$ cat src/rtl/uart_tx.sv
// UART transmitter: start bit, 8 data bits LSB first, optional even parity, one stop bit.
// Optional parity stage is enabled by defining UART_TX_PARITY_EN.
module uart_tx #(
  parameter int unsigned CLK_FRQ   = 50000000,
  parameter int unsigned BAUD_RATE = 115200
) (
  input  logic       clk,
  input  logic       reset,
  input  logic       start,
  input  logic [7:0] data,
  input  logic       cts,
  output logic       tx,
  output logic       busy,
  output logic       done
);

  // BIT_CYCLES below 2 is not a supported configuration.
  localparam int unsigned BIT_CYCLES = CLK_FRQ / BAUD_RATE;
  localparam int unsigned CW         = $clog2(BIT_CYCLES);
  localparam logic [CW-1:0] LAST_CNT = CW'(BIT_CYCLES - 1);

  typedef enum logic [2:0] {
    IDLE   = 3'd0,
    START  = 3'd1,
    DATA   = 3'd2,
    PARITY = 3'd3,
    STOP   = 3'd4
  } state_t;

  state_t        state;
  logic [CW-1:0] baud_cnt;
  logic [2:0]    bit_cnt;
  logic [7:0]    shreg;
`ifdef UART_TX_PARITY_EN
  logic          par;
`endif
  logic          bit_end_c;

  assign bit_end_c = (baud_cnt == LAST_CNT);

  // Frame sequencer; tx/busy/done are all registered here.
  always_ff @(posedge clk) begin
    if (reset) begin
      state    <= IDLE;
      tx       <= 1'b1;
      busy     <= 1'b0;
      done     <= 1'b0;
      baud_cnt <= '0;
      bit_cnt  <= '0;
      shreg    <= '0;
`ifdef UART_TX_PARITY_EN
      par      <= 1'b0;
`endif
    end else begin
      done <= 1'b0;
      case (state)
        IDLE: begin
          baud_cnt <= '0;
          bit_cnt  <= '0;
          if (start && cts) begin
            state <= START;
            shreg <= data;
`ifdef UART_TX_PARITY_EN
            par   <= ^data;
`endif
            tx    <= 1'b0;
            busy  <= 1'b1;
          end else begin
            tx   <= 1'b1;
            busy <= 1'b0;
          end
        end
        START: begin
          if (bit_end_c) begin
            baud_cnt <= '0;
            state    <= DATA;
            tx       <= shreg[0];
            shreg    <= {1'b0, shreg[7:1]};
          end else begin
            baud_cnt <= baud_cnt + CW'(1);
          end
        end
        DATA: begin
          if (bit_end_c) begin
            baud_cnt <= '0;
            if (bit_cnt == 3'd7) begin
`ifdef UART_TX_PARITY_EN
              state <= PARITY;
              tx    <= par;
`else
              state <= STOP;
              tx    <= 1'b1;
`endif
            end else begin
              bit_cnt <= bit_cnt + 3'd1;
              tx      <= shreg[0];
              shreg   <= {1'b0, shreg[7:1]};
            end
          end else begin
            baud_cnt <= baud_cnt + CW'(1);
          end
        end
`ifdef UART_TX_PARITY_EN
        PARITY: begin
          if (bit_end_c) begin
            baud_cnt <= '0;
            state    <= STOP;
            tx       <= 1'b1;
          end else begin
            baud_cnt <= baud_cnt + CW'(1);
          end
        end
`endif
        STOP: begin
          if (bit_end_c) begin
            baud_cnt <= '0;
            state    <= IDLE;
            tx       <= 1'b1;
            busy     <= 1'b0;
            done     <= 1'b1;
          end else begin
            baud_cnt <= baud_cnt + CW'(1);
          end
        end
        default: begin
          state    <= IDLE;
          tx       <= 1'b1;
          busy     <= 1'b0;
          baud_cnt <= '0;
          bit_cnt  <= '0;
        end
      endcase
    end
  end

endmodule
$ cat config.mk
export PLATFORM = sky130hd
export DESIGN_NAME = uart_tx
export DESIGN_NICKNAME = d
export VERILOG_FILES = /design/src/rtl/uart_tx.sv
export SDC_FILE = /design/constraint.sdc
export NUM_CORES = 1
export LEC_CHECK = 0
export ABC_CLOCK_PERIOD_IN_PS = 1600
export CORE_ASPECT_RATIO = 2
export CORE_MARGIN = 2
export CORE_UTILIZATION = 40
export DETAILED_ROUTE_END_ITERATION = 6
export GPL_TIMING_DRIVEN = 0
export PLACE_DENSITY_LB_ADDON = 0.08
export SLEW_MARGIN = 10
export SYNTH_ARGS = -nofsm -noshare
export SYNTH_HDL_FRONTEND = slang
export SYNTH_SLANG_ARGS = --single-unit
$ cat constraint.sdc
create_clock -name clk -period 1.6 [get_ports clk]
set_input_delay 0.24 -clock clk [delete_from_list [all_inputs] [get_ports clk]]
set_output_delay 0.24 -clock clk [all_outputs]
set_load 0.05 [all_outputs]
Word level (Yosys, flattened, before mapping)
Cells that the tools add are included.
{"block": "op_classes", "mux": 24, "shift": 0, "n_eq_ne": 11, "mul": 0, "order_cmp": 0, "bitwise_logic": 4, "addsub": 2, "div": 0, "reduce_logical": 13}
{"operator": "$mux W8", "n": 4}
{"operator": "$pmux W8 S3", "n": 1}
{"operator": "$mux W3", "n": 7}
{"operator": "$ne A2 B2 Y1 const B", "n": 6}
{"operator": "$pmux W3 S4", "n": 1}
{"operator": "$reduce_and A5 Y1", "n": 2}
{"operator": "$add A9 B1 Y9 const B", "n": 1}
{"operator": "$eq A9 B9 Y1 const B", "n": 1}
{"operator": "$mux W1", "n": 8}
{"operator": "$eq A3 B3 Y1 const B", "n": 2}
{"operator": "$pmux W3 S2", "n": 1}
{"operator": "$reduce_and A3 Y1", "n": 2}
{"operator": "$reduce_or A2 Y1", "n": 3}
{"operator": "$reduce_or A3 Y1", "n": 2}
{"operator": "$not A1 Y1", "n": 4}
{"operator": "$pmux W1 S4", "n": 1}
{"operator": "$add A3 B1 Y3 const B", "n": 1}
{"operator": "$eq A3 B1 Y1 const B", "n": 1}
{"operator": "$eq A3 B2 Y1 const B", "n": 1}
{"operator": "$logic_not A3 Y1", "n": 1}
{"operator": "$pmux W1 S3", "n": 1}
{"operator": "$reduce_bool A3 Y1", "n": 1}
{"operator": "$reduce_and A2 Y1", "n": 1}
{"operator": "$logic_and A1 B1 Y1", "n": 1}
{"block": "totals", "rom_bits": 0, "regBits": 26, "input_bits": 12, "latchBits": 0, "mem_count": 0, "ram_bits": 0}

Depth between registers and ports, before layout
Gate-level depths: netlist of the first run.
{"block": "depth", "depth_word": 4, "ltp_mapped": 7, "ltp_nobuf": 6}

Worst setup path before layout of the first run
OpenSTA, ideal clock, no wires.
{"block": "synth_timing", "path_kind": "register to register", "startpoint": "reg bit_cnt[0]", "endpoint": "reg shreg[0]", "path_stages_with_launch": 8, "setup_ps": 79, "period_less_slack_ps": 1684, "arrival_time_ps": 1604, "setup_slack_ps": -84, "cell_sequence": "dfxtp_1 ha_1 ha_1 o32a_4 a21oi_4 buf_6 nor2_1 a211oi_2"}
{"block": "synth_between", "elab_chain_len": 3}
{"element": "from (decl)", "line": "32", "rtl": "logic [2:0] bit_cnt;"}
{"element": "from (signal assigned)", "line": "95", "rtl": "bit_cnt <= bit_cnt + 3'd1;"}
{"element": "$eq A3 B3 Y1", "line": "86", "rtl": "if (bit_cnt == 3'd7) begin"}
{"element": "$ne A2 B2 Y1 (no line)"}
{"element": "$reduce_and A5 Y1 (no line)"}
{"element": "to (signal assigned)", "line": "62", "rtl": "shreg <= data;"}
{"element": "to (signal assigned)", "line": "78", "rtl": "shreg <= {1'b0, shreg[7:1]};"}
{"element": "to (signal assigned)", "line": "97", "rtl": "shreg <= {1'b0, shreg[7:1]};"}
{"element": "to (decl)", "line": "33", "rtl": "logic [7:0] shreg;"}
No other way between the ends.
A chain may end at the register's enable or synchronous reset.

Final worst setup path of the first run
{"block": "layout_timing", "startpoint": "reg bit_cnt[0]", "endpoint": "reg shreg[4]"}
Same word-level chain as after synthesis.

==> reports/results.tsv, run 1 <==
metric	value	unit
status	finished with violations	
violations	negative setup slack	
cts.clk_slew.worst_paths	0.08	ns
grt_max_degree	14	
tightest_slew	0.5905	ns
synth_compound_area_share	15.61	%
die_h	84.08	um
route.detailed.drc	0	
dp.cells	178	
synth_fp_nets	150	
pin_count	15	
max_freq	0.6156	GHz
core.rowCount	29	
yosysUniqueCellTypes	39	
grt_antenna_before_repair	0	
skew	0.002614	ns
postLayoutCellArea	0.001635	sq mm
synth-xor-area-share	5.463	%
period_share	101.5	%
cts-root-buf	clkbuf_8	
synth-simple-area-share	22.44	%
finalNonFillerCells	188	
endpoint_kind	flip-flop	
ys_seq_area_share	40.59	%
numCtsBuffers	3	
grt_pass1_vias	1093	
grt_pass1_wl	4.823	mm
synth_top_family_by_area	simple AND/OR/NAND/NOR gates	
avgSynthCellArea	9.571	sq um
grt_overflow	0	
antennaDiodeCount	0	
drtPass1Iterations	3	
nNetsFinal	175	
die_w	44.04	um
port-buffer-count	13	
core_area	0.003120	sq mm
rsz0062_at_grt	true	
dieArea	0.003703	sq mm
slew_viol_final	0	
cp-start-kind	flip-flop	
synthCells	134	
synth_top_cell_by_area	dfxtp_1	
clock_sinks	26	
cp.arrival	1.76	ns
drive_gt1_share	22.29	%
muxShareOfSynthArea	7.805	%
place.gp.congestion	0.6888	
hold_class	in -> reg	
synth_area_leaders	dfxtp_1 41%, mux2i_1 7.8%, nor2_1 6.4%, xor2_1 4.1%, ha_1 3.9%	
tns	-0.07092	ns
cts_hold_buf	0	
hold_slack	0.4273	ns
gr-usage-all-layers	17.31	%
avgViaCountPerCell	5.463	
dpl.hpwl	2.002	mm
finalHoldViolations	0	
max-cap-violations	0	
finalSetupViolations	6	
clock_latency	0.27	ns
placed_area	0.001456	sq mm
start_util	41.10	%
max-slew-margin-rel	60.63	%
synth_fa_ha_area_share	3.902	%
period_needed	1.624	ns
routed_wl	2.749	mm
postRouteAntennaNets	0	
syn_to_final_growth	27.51	%
first_iter_violations	16	
required	1.74	ns
yosysWarnings	0	
fin_ws	-0.02438	ns
vdd_drop_max	0.4018	mV
cts.htree.levels	1	
cp_max_fo	5	
clock_path_buffers	2	
leakage	0.5937	nW
total_power	0.001276	W
synth_seq_cells	26	
synth_area	0.001282	sq mm
cts_tree	done	
wl_per_cell	14.62	um
critical_path_class	reg -> reg	
via_count	1027	
pwr_density_cell	780.0	mW/mm^2
netlist.area_leader.share	40.59	%
## repair_timing
action | CTS | global route
resized for setup | 8 | 14
setup endpoints to repair | 23 | 21
buffers inserted | 4 | 3
cloned | 1 | 0
pin swaps | 3 | 9
## flip-flops by register name, summed over array words and instances, names as in the netlist
register  flops
baud_cnt      9
shreg         8
bit_cnt       3
state         3
busy          1
done          1
tx            1
## cell usage in the layout (no fill, tap or decap), drive strengths merged, types with 4 or more instances in the layout
| master | synthesis | routed |
|---|---|---|
| clkbuf | 3 | 5 |
| xor2 | 6 | 6 |
| clkdlybuf4s50 | 0 | 10 |
| nand4 | 4 | 4 |
| mux2i | 10 | 10 |
| a211oi | 8 | 8 |
| nor2 | 22 | 22 |
| nand2b | 7 | 7 |
| dfxtp | 26 | 26 |
| ha | 4 | 4 |
| nand2 | 8 | 8 |
| buf | 4 | 12 |
| a21oi | 6 | 6 |
## worst paths after layout
kind,from,endpoint,slack [ns],cells after the start
setup / recovery,bit_cnt[0]$_SDFFE_PP0P_,shreg[4]$_SDFFE_PP0P_,-0.02,7
hold / removal,reset,shreg[2]$_SDFFE_PP0P_,0.43,2
setup reg to reg,bit_cnt[0]$_SDFFE_PP0P_,shreg[4]$_SDFFE_PP0P_,-0.02,7
hold reg to reg,busy$_SDFFE_PP0P_,busy$_SDFFE_PP0P_,0.48,2
## synth_stat cells, drive strengths merged
cell	instances
dfxtp	26
nor2	22
mux2i	10
a211oi	8
nand2	8
nand2b	7
a21oi	6
xor2	6
buf	4
ha	4
nand4	4
a31oi	3
clkbuf	3
nor3	3
inv	2
or2	2
xnor2	2
a221oi	1
and2	1
and3	1
and4	1
and4b	1
nand3	1
nor4	1
o21bai	1
o22ai	1
o32a	1
o32ai	1
or3	1
or3b	1
or4	1
## report_power, final
| group | internal [W] | leakage, nW | total, W | switching [W] |
|---|---|---|---|---|
| Sequential | 0.000672 | 0.214 | 0.000688 | 0.0000163 |
| Clock | 0.000169 | 0.0216 | 0.000366 | 0.000198 |
| Combinational | 0.000116 | 0.359 | 0.000221 | 0.000105 |
## logic make-up after synthesis
kind of cell | Yosys count
AND/OR/NAND/NOR | 55
flip-flops | 26
AO/OA/AOI/OAI | 22
multiplexers | 10
buffers and inverters | 9
XOR/XNOR | 8
adder cells (fa/ha/maj) | 4
## critical path, stage by stage, from the launching register on
cell,delay (ns)
dfxtp_4,0.36
ha_4,0.16
ha_4,0.16
o32a_4,0.33
a21oi_4,0.19
buf_6,0.16
buf_6,0.09
a211oi_2,0.04
## layer usage
| layer | wire length [um] | up-vias | GRT usage (%) | share of wire [%] |
|---|---|---|---|---|
| met3 | 61 | 4 | 1.948 | 2.2 |
| met2 | 1665 | 9 | 33.42 | 61 |
| met5 | 0 | - | 0 | 0 |
| met4 | 57 | 0 | 8.264 | 2.1 |
| met1 | 964 | 492 | 16.46 | 35 |
| li1 | - | 522 | - | - |
## through the flow
| stage | worst slack [ns] | utilization (%) |
|---|---|---|
| 5_1_grt | -0.07968 | 52.41 |
| 6_report | -0.02438 | 52.41 |
| 3_5_place_dp | -0.1764 | 46.67 |
| 3_3_place_gp | -0.1480 | 46.67 |
| 4_1_cts | -0.06029 | 50.20 |
| 2_1_floorplan | 0.01511 | - |
## area by class of cell
class                           count  area [sq um]
Buffer                              6         42.54
Clock buffer                        3         41.29
Fill cell                         304          1485
Inverter                            2         7.507
Multi-Input combinational cell     99         777.0
Sequential cell                    26         526.8
Tap cell                           31         38.79
Timing Repair Buffer               21         201.4
Power figures use the tool's default switching activity.
==> run 2, diff against run 1 <==
--- a/config.mk
+++ b/config.mk
@@ -8,7 +8,7 @@
 export ABC_CLOCK_PERIOD_IN_PS = 1600
 export CORE_ASPECT_RATIO = 2
 export CORE_MARGIN = 2
-export CORE_UTILIZATION = 40
+export CORE_UTILIZATION = 49
 export DETAILED_ROUTE_END_ITERATION = 6
 export GPL_TIMING_DRIVEN = 0
 export PLACE_DENSITY_LB_ADDON = 0.08
==> reports/results.tsv, run 2 (synthesis gave the netlist of run 1 again) <==
metric	value	unit
status	finished with violations	
violations	negative setup slack	
max-slew-margin-rel	60.44	%
p_sw	0.0003183	W
reg_top3	baud_cnt: 9 flops, shreg: 8 flops	
clock_latency	0.28	ns
cts_hold_buf	0	
fin_ws	-0.01294	ns
rr_worst_depth	7	
vdd_drop_max	0.6813	mV
period_needed	1.613	ns
avgViaCountPerCell	5.508	
first_iter_violations	15	
syn_to_final_growth	26.44	%
hold_class	in -> reg	
wl_per_cell	14.27	um
p_int	0.0009527	W
min_to	shreg[2]$_SDFFE_PP0P_	
grt_overflow	0	
die_w	40.18	um
finalSetupViolations	1	
regToRegStartpoint	bit_cnt[1]$_SDFFE_PP0P_	
final_cell_mix	20 x dfxtp_1, 17 x nor2_1, 10 x mux2i_1, 10 x clkdlybuf4s50_1	
drtPass1Iterations	4	
place.gp.congestion	0.7552	
core.rowCount	26	
cts.clk_slew.worst_paths	0.08	ns
gr-usage-all-layers	19.05	%
port-buffer-count	13	
min_from	reset	
clock_path_buffers	2	
dieArea	0.003067	sq mm
antennaDiodeCount	0	
grt_pass1_wl	4.140	mm
start_util	51.20	%
max_freq	0.6200	GHz
numCtsBuffers	3	
route.detailed.drc	0	
cp.arrival	1.81	ns
nFillCells	218	
nNetsFinal	175	
r2r_end	shreg[5]$_SDFFE_PP0P_	
dp_slack	-0.1610	ns
reg2reg_slack	-0.01	ns
grt_max_degree	14	
largest_reg_flops	9	
drive_gt1_share	26.75	%
mostFrequentLayoutCell	dfxtp_1	
cp_max_fo	4	
max-cap-violations	0	
leakage	0.5951	nW
skew	0.005789	ns
holdPathStages	2	
finalHoldViolations	0	
pwr_density_cell	783.8	mW/mm^2
grt_pass1_vias	1022	
tightest_slew	0.5935	ns
cts-root-buf	clkbuf_8	
die_h	76.35	um
register_area	528.0	sq um
postRouteAntennaNets	0	
dpl.hpwl	1.904	mm
routed_wl	2.640	mm
multi_input_comb_area	777.0	sq um
cts.htree.levels	1	
pin_count	15	
clock_sinks	26	
core_area	0.002505	sq mm
top_register	baud_cnt	
endpoint_kind	flip-flop	
period_share	100.8	%
cp-start-kind	flip-flop	
via_count	1019	
p_comb_share	16.4	%
total_power	0.001271	W
rsz0062_at_grt	true	
cp-startpoint	bit_cnt[1]$_SDFFE_PP0P_	
grt_antenna_before_repair	0	
swShare	25.04	%
clockPowerShare	28.8	%
required	1.80	ns
pwr-share-seq	54.8	%
cts_tree	done	
slew_viol_final	0	
critical_path_class	reg -> reg	
-- run 2: changes by cell type in the layout (fill, tap and decap cells not counted), moves of 2 or more --
cell      change
dfxtp_2       +4
nor2_1        -4
nor2_2        +4
buf_4         +3
buf_6         -3
dfxtp_1       -3
a211oi_1      +2
a211oi_2      -2
-- run 2: power by group through the flow --
stage / clock network, W / registers [W] / logic, W
2_1_floorplan: 0 / 0.000712 / 0.000118
3_3_place_gp: 0 / 0.000704 / 0.000179
3_5_place_dp: 0 / 0.000705 / 0.000182
4_1_cts: 0.000386 / 0.000689 / 0.000200
5_1_grt: 0.000401 / 0.000701 / 0.000224
6_report: 0.000366 / 0.000696 / 0.000208
-- run 2: metal layers --
metal / vias up / GRT usage (%) / share of wire (%)
met2: 18 / 34.84 / 60
li1: 521 / - / -
met3: 5 / 3.499 / 3.0
met5: - / 0 / 0
met4: 0 / 8.000 / 2.0
met1: 475 / 18.47 / 35
-- run 2: critical path, stage by stage (launching register included) --
cell and delay [ns]:
dfxtp_2 0.35, ha_4 0.16, ha_4 0.16, o32a_4 0.33, a21oi_4 0.19, buf_6 0.14, nor2_2 0.03, a211oi_2 0.18
-- run 2: through the flow --
step / util, % / std cells / hold slack, ns / TNS [ns] / area [sq um]
2_1_floorplan: - / 134 / 0.4451 / 0 / 1287
3_3_place_gp: 57.99 / 175 / 0.4689 / -1.216 / 1453
3_5_place_dp: 57.99 / 175 / 0.4662 / -1.399 / 1453
4_1_cts: 62.54 / 184 / 0.3690 / -0.1581 / 1567
5_1_grt: 64.74 / 185 / 0.4530 / -0.5190 / 1622
6_report: 64.74 / 185 / 0.4003 / -0.01294 / 1622
-- run 2: how the worst max path moves through the flow --
| stage | depth (start not counted) | slack [ns] | to |
|---|---|---|---|
| 2_1_floorplan | 7 | 0.02 | shreg[0]$_SDFFE_PP0P_ |
| 3_3_place_gp | 7 | -0.14 | shreg[6]$_SDFFE_PP0P_ |
| 3_5_place_dp | 7 | -0.16 | shreg[1]$_SDFFE_PP0P_ |
| 4_1_cts | 7 | -0.05 | shreg[3]$_SDFFE_PP0P_ |
| 5_1_grt | 7 | -0.06 | shreg[5]$_SDFFE_PP0P_ |
| 6_report | 7 | -0.01 | shreg[5]$_SDFFE_PP0P_ |
-- run 2: layout make-up --
type	count	share of cell area, %
clock buffers	3	2.546
well taps	28	2.160
flip-flops and latches	26	32.56
repair buffers	22	12.42
plain buffers	5	1.929
inverters	2	0.4630
multi-input cells	99	47.92
-- run 2: timing repair --
action / 4_1_cts / 5_1_grt
buffers inserted: 6 / 2
pin swaps: 6 / 7
gates cloned: 1 / 0
resized for setup: 10 / 14
endpoints found under the setup margin: 21 / 19
==> edit 1, RTL diff (config.mk and constraints of run 2) <==
Build with the macro `UART_TX_PARITY_EN` defined.
--- a/src/rtl/uart_tx.sv
+++ b/src/rtl/uart_tx.sv
@@ -1,4 +1,6 @@
 // UART transmitter: start bit, 8 data bits LSB first, optional even parity, one stop bit.
 // Optional parity stage is enabled by defining UART_TX_PARITY_EN.
+`define UART_TX_PARITY_EN
+
 module uart_tx #(
   parameter int unsigned CLK_FRQ   = 50000000,
Check against the original RTL: no difference found for any inputs over 10 cycles, from zero or initial values and one cycle with reset high; that may be too few to reach the edited logic, so the function may still have changed.
==> edit 1 against run 2 <==
- the flow still finishes with violations (negative setup slack)
- area after synthesis increased by 13%
- worst setup slack got worse by 0.016 ns
- design area increased by 17%
- first-iteration DRC count increased to 2.7 times the old value
- combinational power increased by 14%
- via count increased by 25%
- sequential share of layout area decreased by 3.5 points
- critical path depth decreased by 1
- total power increased by 6.6%
- sequential cell count increased by 1
- wire length increased by 22%
- clock skew decreased by 0.0016 ns
- critical path type unchanged
- largest cell class unchanged
==> edit 1: results (changes against run 2) <==
* First-pass GRT wire length at 5120 um (+24%)
* Peak supply drop at 0.562 mV (-18%)
* Global-route usage over all layers at 19.5% (+0.42 points)
* H-tree depth at 1 (unchanged)
* Switching Fraction at 26.7% (+1.7 points)
* Initial DRC Count at 40 (+25)
* Crit-path max FO at 4 (unchanged)
* Syn nets at 177 (+18%)
* Total gr overflow at 0 (unchanged)
* Synth async-reset ratio at 0% (unchanged)
* Number of global-route vias before repair at 1116 (+9.2%)
* Register area share after synthesis at 37.3% (-3.3 points)
* Drt first pass iters at 6 (+2)
* IO Port Bufs at 13 (unchanged)
* Routed wire per std cell at 14.8 um (+3.7%)
* Status: finished with violations
* Final worst slack at -0.0286 ns (-0.0157 ns)
* Final hold violations at 0 (unchanged)
* # setup viols final at 4 (+3)
* Clock latency on the worst-skew pair at 0.29 ns
* Yosys warning count at 0 (unchanged)
* Largest registers: baud_cnt: 9 flops, shreg: 8 flops
* TritonCTS buffer count at 3 (unchanged)
* Ant diodes at 0 (unchanged)
* Slew @ Worst Pin at 0.518 ns (-0.0759 ns)
* CTS Root Cell: clkbuf_8
* Skew final at 0.00421 ns (-0.00158 ns)
* Max cap viols at 0 (unchanged)
* Placed inst area at 1630 um2 (+12%)
* Clock Pin Slew Worst Setup and Hold Paths at 0.09 ns
* Pin count of the biggest net entering global routing at 15 (+1)
* HP Class: input port to register
* Area contributors post-synth: dfxtp_1 37%, xnor2_1 9.1%, nor2_1 4.9%, a311oi_1 4.8%, a21oi_1 4.5%
* Initial antenna violation count at 0 (unchanged)
* CP arrival at 1.81 ns (about the same)
* DP Wirelength at 2170 um (+14%)
* Nets at 204 (+17%)
* Top cells by count, synth: 27 x dfxtp_1, 19 x nor2_1, 15 x xnor2_1
* Max clock buf depth at 2 (unchanged)
* DR vias/cell at 5.88 (+6.8%)
* Proportion of layout cells with a drive suffix above 1 at 27.8% (+1.1 points)
* Pleak at 0.617 nW (+3.7%)
* GP Congestion at 0.779 (+3.1%)
* Yosys cell types at 36 (-7.7%)
* Failing checks: negative setup slack
## edit 1: timing repair
item                                    4_1_cts  5_1_grt
buffers inserted                              1        8
endpoints found under the setup margin       25       22
pin swaps                                     4       13
gates resized for setup                      20       19
## edit 1: cell type report
type | instances | area (um2)
buffer | 8 | 71.3
clock buffer | 4 | 45.0
fill | 253 | 971
inverter | 4 | 15.0
multi-input combinational | 122 | 986
sequential | 27 | 553
tap | 30 | 37.5
timing repair buffer | 22 | 194
## edit 1: metal layers
metal	up-vias	track usage [%]	routed length (um)
li1	641	-	-
met1	603	25.6	1420
met2	25	29.7	1580
met3	7	2.22	104
met4	0	12.8	101
met5	-	0	0
## edit 1: through the flow
step | worst slack [ns] | hold WS [ns] | utilization, % | TNS (ns) | std cells
final | -0.0286 | 0.219 | 66.2 | -0.0744 | 217
after global routing | -0.0855 | 0.231 | 66.2 | -0.372 | 217
after CTS | -0.0784 | 0.206 | 61.2 | -0.178 | 209
after detailed placement | -0.212 | 0.460 | 56.8 | -2.03 | 204
after global placement | -0.163 | 0.461 | 56.8 | -1.60 | 204
after floorplan | -0.0127 | 0.408 | - | -0.0127 | 161
## edit 1: power groups by stage
| stage | Combinational [mW] | Clock, mW | Sequential [mW] |
|---|---|---|---|
| after floorplan | 0.137 | 0 | 0.739 |
| after global placement | 0.212 | 0 | 0.731 |
| after detailed placement | 0.213 | 0 | 0.733 |
| after CTS | 0.224 | 0.407 | 0.717 |
| after global routing | 0.260 | 0.426 | 0.721 |
| final | 0.238 | 0.400 | 0.716 |
## edit 1: final timing paths
path	startpoint	to	slack [ns]	depth (start not counted)
min reg2reg	baud_cnt[0]$_SDFF_PP0_	baud_cnt[0]$_SDFF_PP0_	0.45	1
min	reset	state[0]$_SDFFE_PP0P_	0.22	2
max reg2reg	bit_cnt[1]$_SDFFE_PP0P_	tx$_SDFFE_PP1P_	-0.03	6
max	bit_cnt[1]$_SDFFE_PP0P_	tx$_SDFFE_PP1P_	-0.03	6
## edit 1: worst max-delay path, stage by stage, from the launching register on
cell	delay (ns)
dfxtp_2	0.35
ha_4	0.16
ha_4	0.18
or3b_4	0.42
a21oi_2	0.16
o221ai_2	0.10
a21o_1	0.16
## edit 1: logic make-up after synthesis
family	Yosys count	synth area share [%]
simple gates	56	21.8
compound gates	44	20.4
flops	27	37.3
xor+xnor	17	10.3
buf+inv	12	5.95
fa+ha+maj	4	3.45
mux	1	0.776
==> edit 2, RTL diff (config.mk and constraints of run 2) <==
Made on the original files. Encoding of `state_t`: now one-hot (5 bits for 5 states).
--- a/src/rtl/uart_tx.sv
+++ b/src/rtl/uart_tx.sv
@@ -20,10 +20,10 @@
   localparam logic [CW-1:0] LAST_CNT = CW'(BIT_CYCLES - 1);
 
-  typedef enum logic [2:0] {
-    IDLE   = 3'd0,
-    START  = 3'd1,
-    DATA   = 3'd2,
-    PARITY = 3'd3,
-    STOP   = 3'd4
+  typedef enum logic [4:0] {
+    IDLE   = 5'b00001,
+    START  = 5'b00010,
+    DATA   = 5'b00100,
+    PARITY = 5'b01000,
+    STOP   = 5'b10000
   } state_t;
 
Function: same outputs for any inputs over 10 cycles, from zero or initial values and one cycle with reset high; not proved beyond that.
==> edit 2 against run 2 <==
- the run still ends with negative setup slack left
- wire length increased by 68%
- worst setup slack got worse by 0.049 ns
- first-iteration DRC count increased by 110%
- sequential cell count increased by 1
- area after synthesis increased by 20%
- hold slack improved by 0.098 ns
- design area increased by 41%
- highest routed layer unchanged
Power is not compared: it rests on default switching activity, and its combinational part moved more than twofold at a synthesized area within 25%.
==> edit 2: results (changes against run 2) <==
* Area contributors post-synth: dfxtp_1 35%, a311oi_2 6.9%, mux2i_1 5.9%, nor2_1 3.4%, xnor2_1 3.4%
* GP Congestion at 0.814 (+7.8%)
* First-pass GRT wire length at 6840 um (+65%)
* Setup WS pre-CTS at -0.236 ns (-0.0750 ns)
* Largest registers: baud_cnt: 9 flops, shreg: 8 flops, state: 4 flops
* Slew @ Worst Pin at 0.707 ns (+0.113 ns)
* Max reg flops at 9 (unchanged)
* IO Port Bufs at 14 (+1)
* Vias at 1431 (+40%)
* Skew final at 0.00893 ns (+0.00314 ns)
* Routed WL at 4430 um (+68%)
* DP Wirelength at 2600 um (+37%)
* Status: finished with violations
* Proportion of layout cells with a drive suffix above 1 at 41.0% (+14 points)
* Global-route usage over all layers at 24.4% (+5.3 points)
* Setup_tns at -0.471 ns (-0.458 ns)
* Clock Pin Slew Worst Setup and Hold Paths at 0.10 ns (+0.02 ns)
* Initial DRC Count at 32 (+17)
* Crit-path max FO at 6 (+2)
* Nets at 212 (+21%)
* Failing checks: negative setup slack
* Register area share after synthesis at 35.2% (-5.3 points)
* Yosys cell types at 43 (+10%)
* # setup viols final at 13 (+12)
* Final worst slack at -0.0620 ns (-0.0491 ns)
* Top cells by count, synth: 27 x dfxtp_1, 14 x nor2_1, 9 x mux2i_1, 9 x nand2_1, 8 x a31oi_1
* HP Class: register to register
* Syn nets at 169 (+13%)
-- edit 2: changes by cell type after synthesis, sizes merged, moves of 4 or more --
cell,run 2,this run
a31oi,3,8
a311oi,0,7
nand2b,7,1
and3,1,5
a211oi,8,2
nor2,22,14
nand3,1,6
xnor2,2,6
o21ai,0,5
inv,2,6
-- edit 2: power breakdown --
part | leakage, nW | total [mW] | internal (mW) | switching [mW]
Clock | 0.0217 | 0.413 | 0.177 | 0.235
Sequential | 0.223 | 0.934 | 0.815 | 0.119
Combinational | 0.672 | 2.79 | 1.40 | 1.39
-- edit 2: final cells by class --
type	count	area [um2]
clock inverter	1	7.51
tap	30	37.5
sequential	27	549
fill	188	694
buffer	6	68.8
clock buffer	3	41.3
timing repair buffer	38	384
multi-input combinational	114	1170
inverter	6	22.5
-- edit 2: cell families (layout without fill, tap and decap cells) --
kind of cell | after synthesis | count (layout) | share of synthesized area (%)
compound gates | 38 | 39 | 22.8
xor+xnor | 10 | 10 | 6.20
fa+ha+maj | 4 | 4 | 3.26
buf+inv | 14 | 54 | 5.95
flops | 27 | 27 | 35.2
mux | 9 | 9 | 5.87
simple gates | 51 | 52 | 20.7
-- edit 2: final timing paths --
kind	slack (ns)	start	cells past startpoint	endpoint
max	-0.06	state[1]$_SDFFE_PP0P_	7	shreg[0]$_SDFFE_PP0P_
min	0.50	bit_cnt[0]$_SDFFE_PP0P_	2	bit_cnt[0]$_SDFFE_PP0P_
max reg2reg	-0.06	state[1]$_SDFFE_PP0P_	7	shreg[0]$_SDFFE_PP0P_
min reg2reg	0.50	bit_cnt[0]$_SDFFE_PP0P_	2	bit_cnt[0]$_SDFFE_PP0P_
-- edit 2: per-layer routing --
| layer | part of all wire, % | vias to the layer above | GRT usage [%] |
|---|---|---|---|
| met5 | 0 | - | 0 |
| met3 | 1.9 | 8 | 1.96 |
| met4 | 1.5 | 0 | 9.09 |
| li1 | - | 661 | - |
| met2 | 58 | 31 | 44.4 |
| met1 | 38 | 731 | 27.6 |
-- edit 2: through the flow --
stage	instance area, um2	cells
6_report	2280	225
2_1_floorplan	1530	153
3_3_place_gp	1710	197
5_1_grt	2280	225
3_5_place_dp	1710	197
4_1_cts	2100	218
-- edit 2: what timing repair did --
item	in CTS	in global routing
gates resized for setup	44	24
setup buffers	17	6
endpoints found under the setup margin	29	18
hold buffers	0	0
gates cloned	2	1
pin swaps	12	22
-- edit 2: critical path: stages, from the launching register on --
cell and delay (ns):
dfxtp_4 0.38, buf_12 0.13, buf_16 0.13, o21ai_4 0.19
o211a_4 0.26, buf_6 0.12, a31oi_4 0.09, a311oi_2 0.26
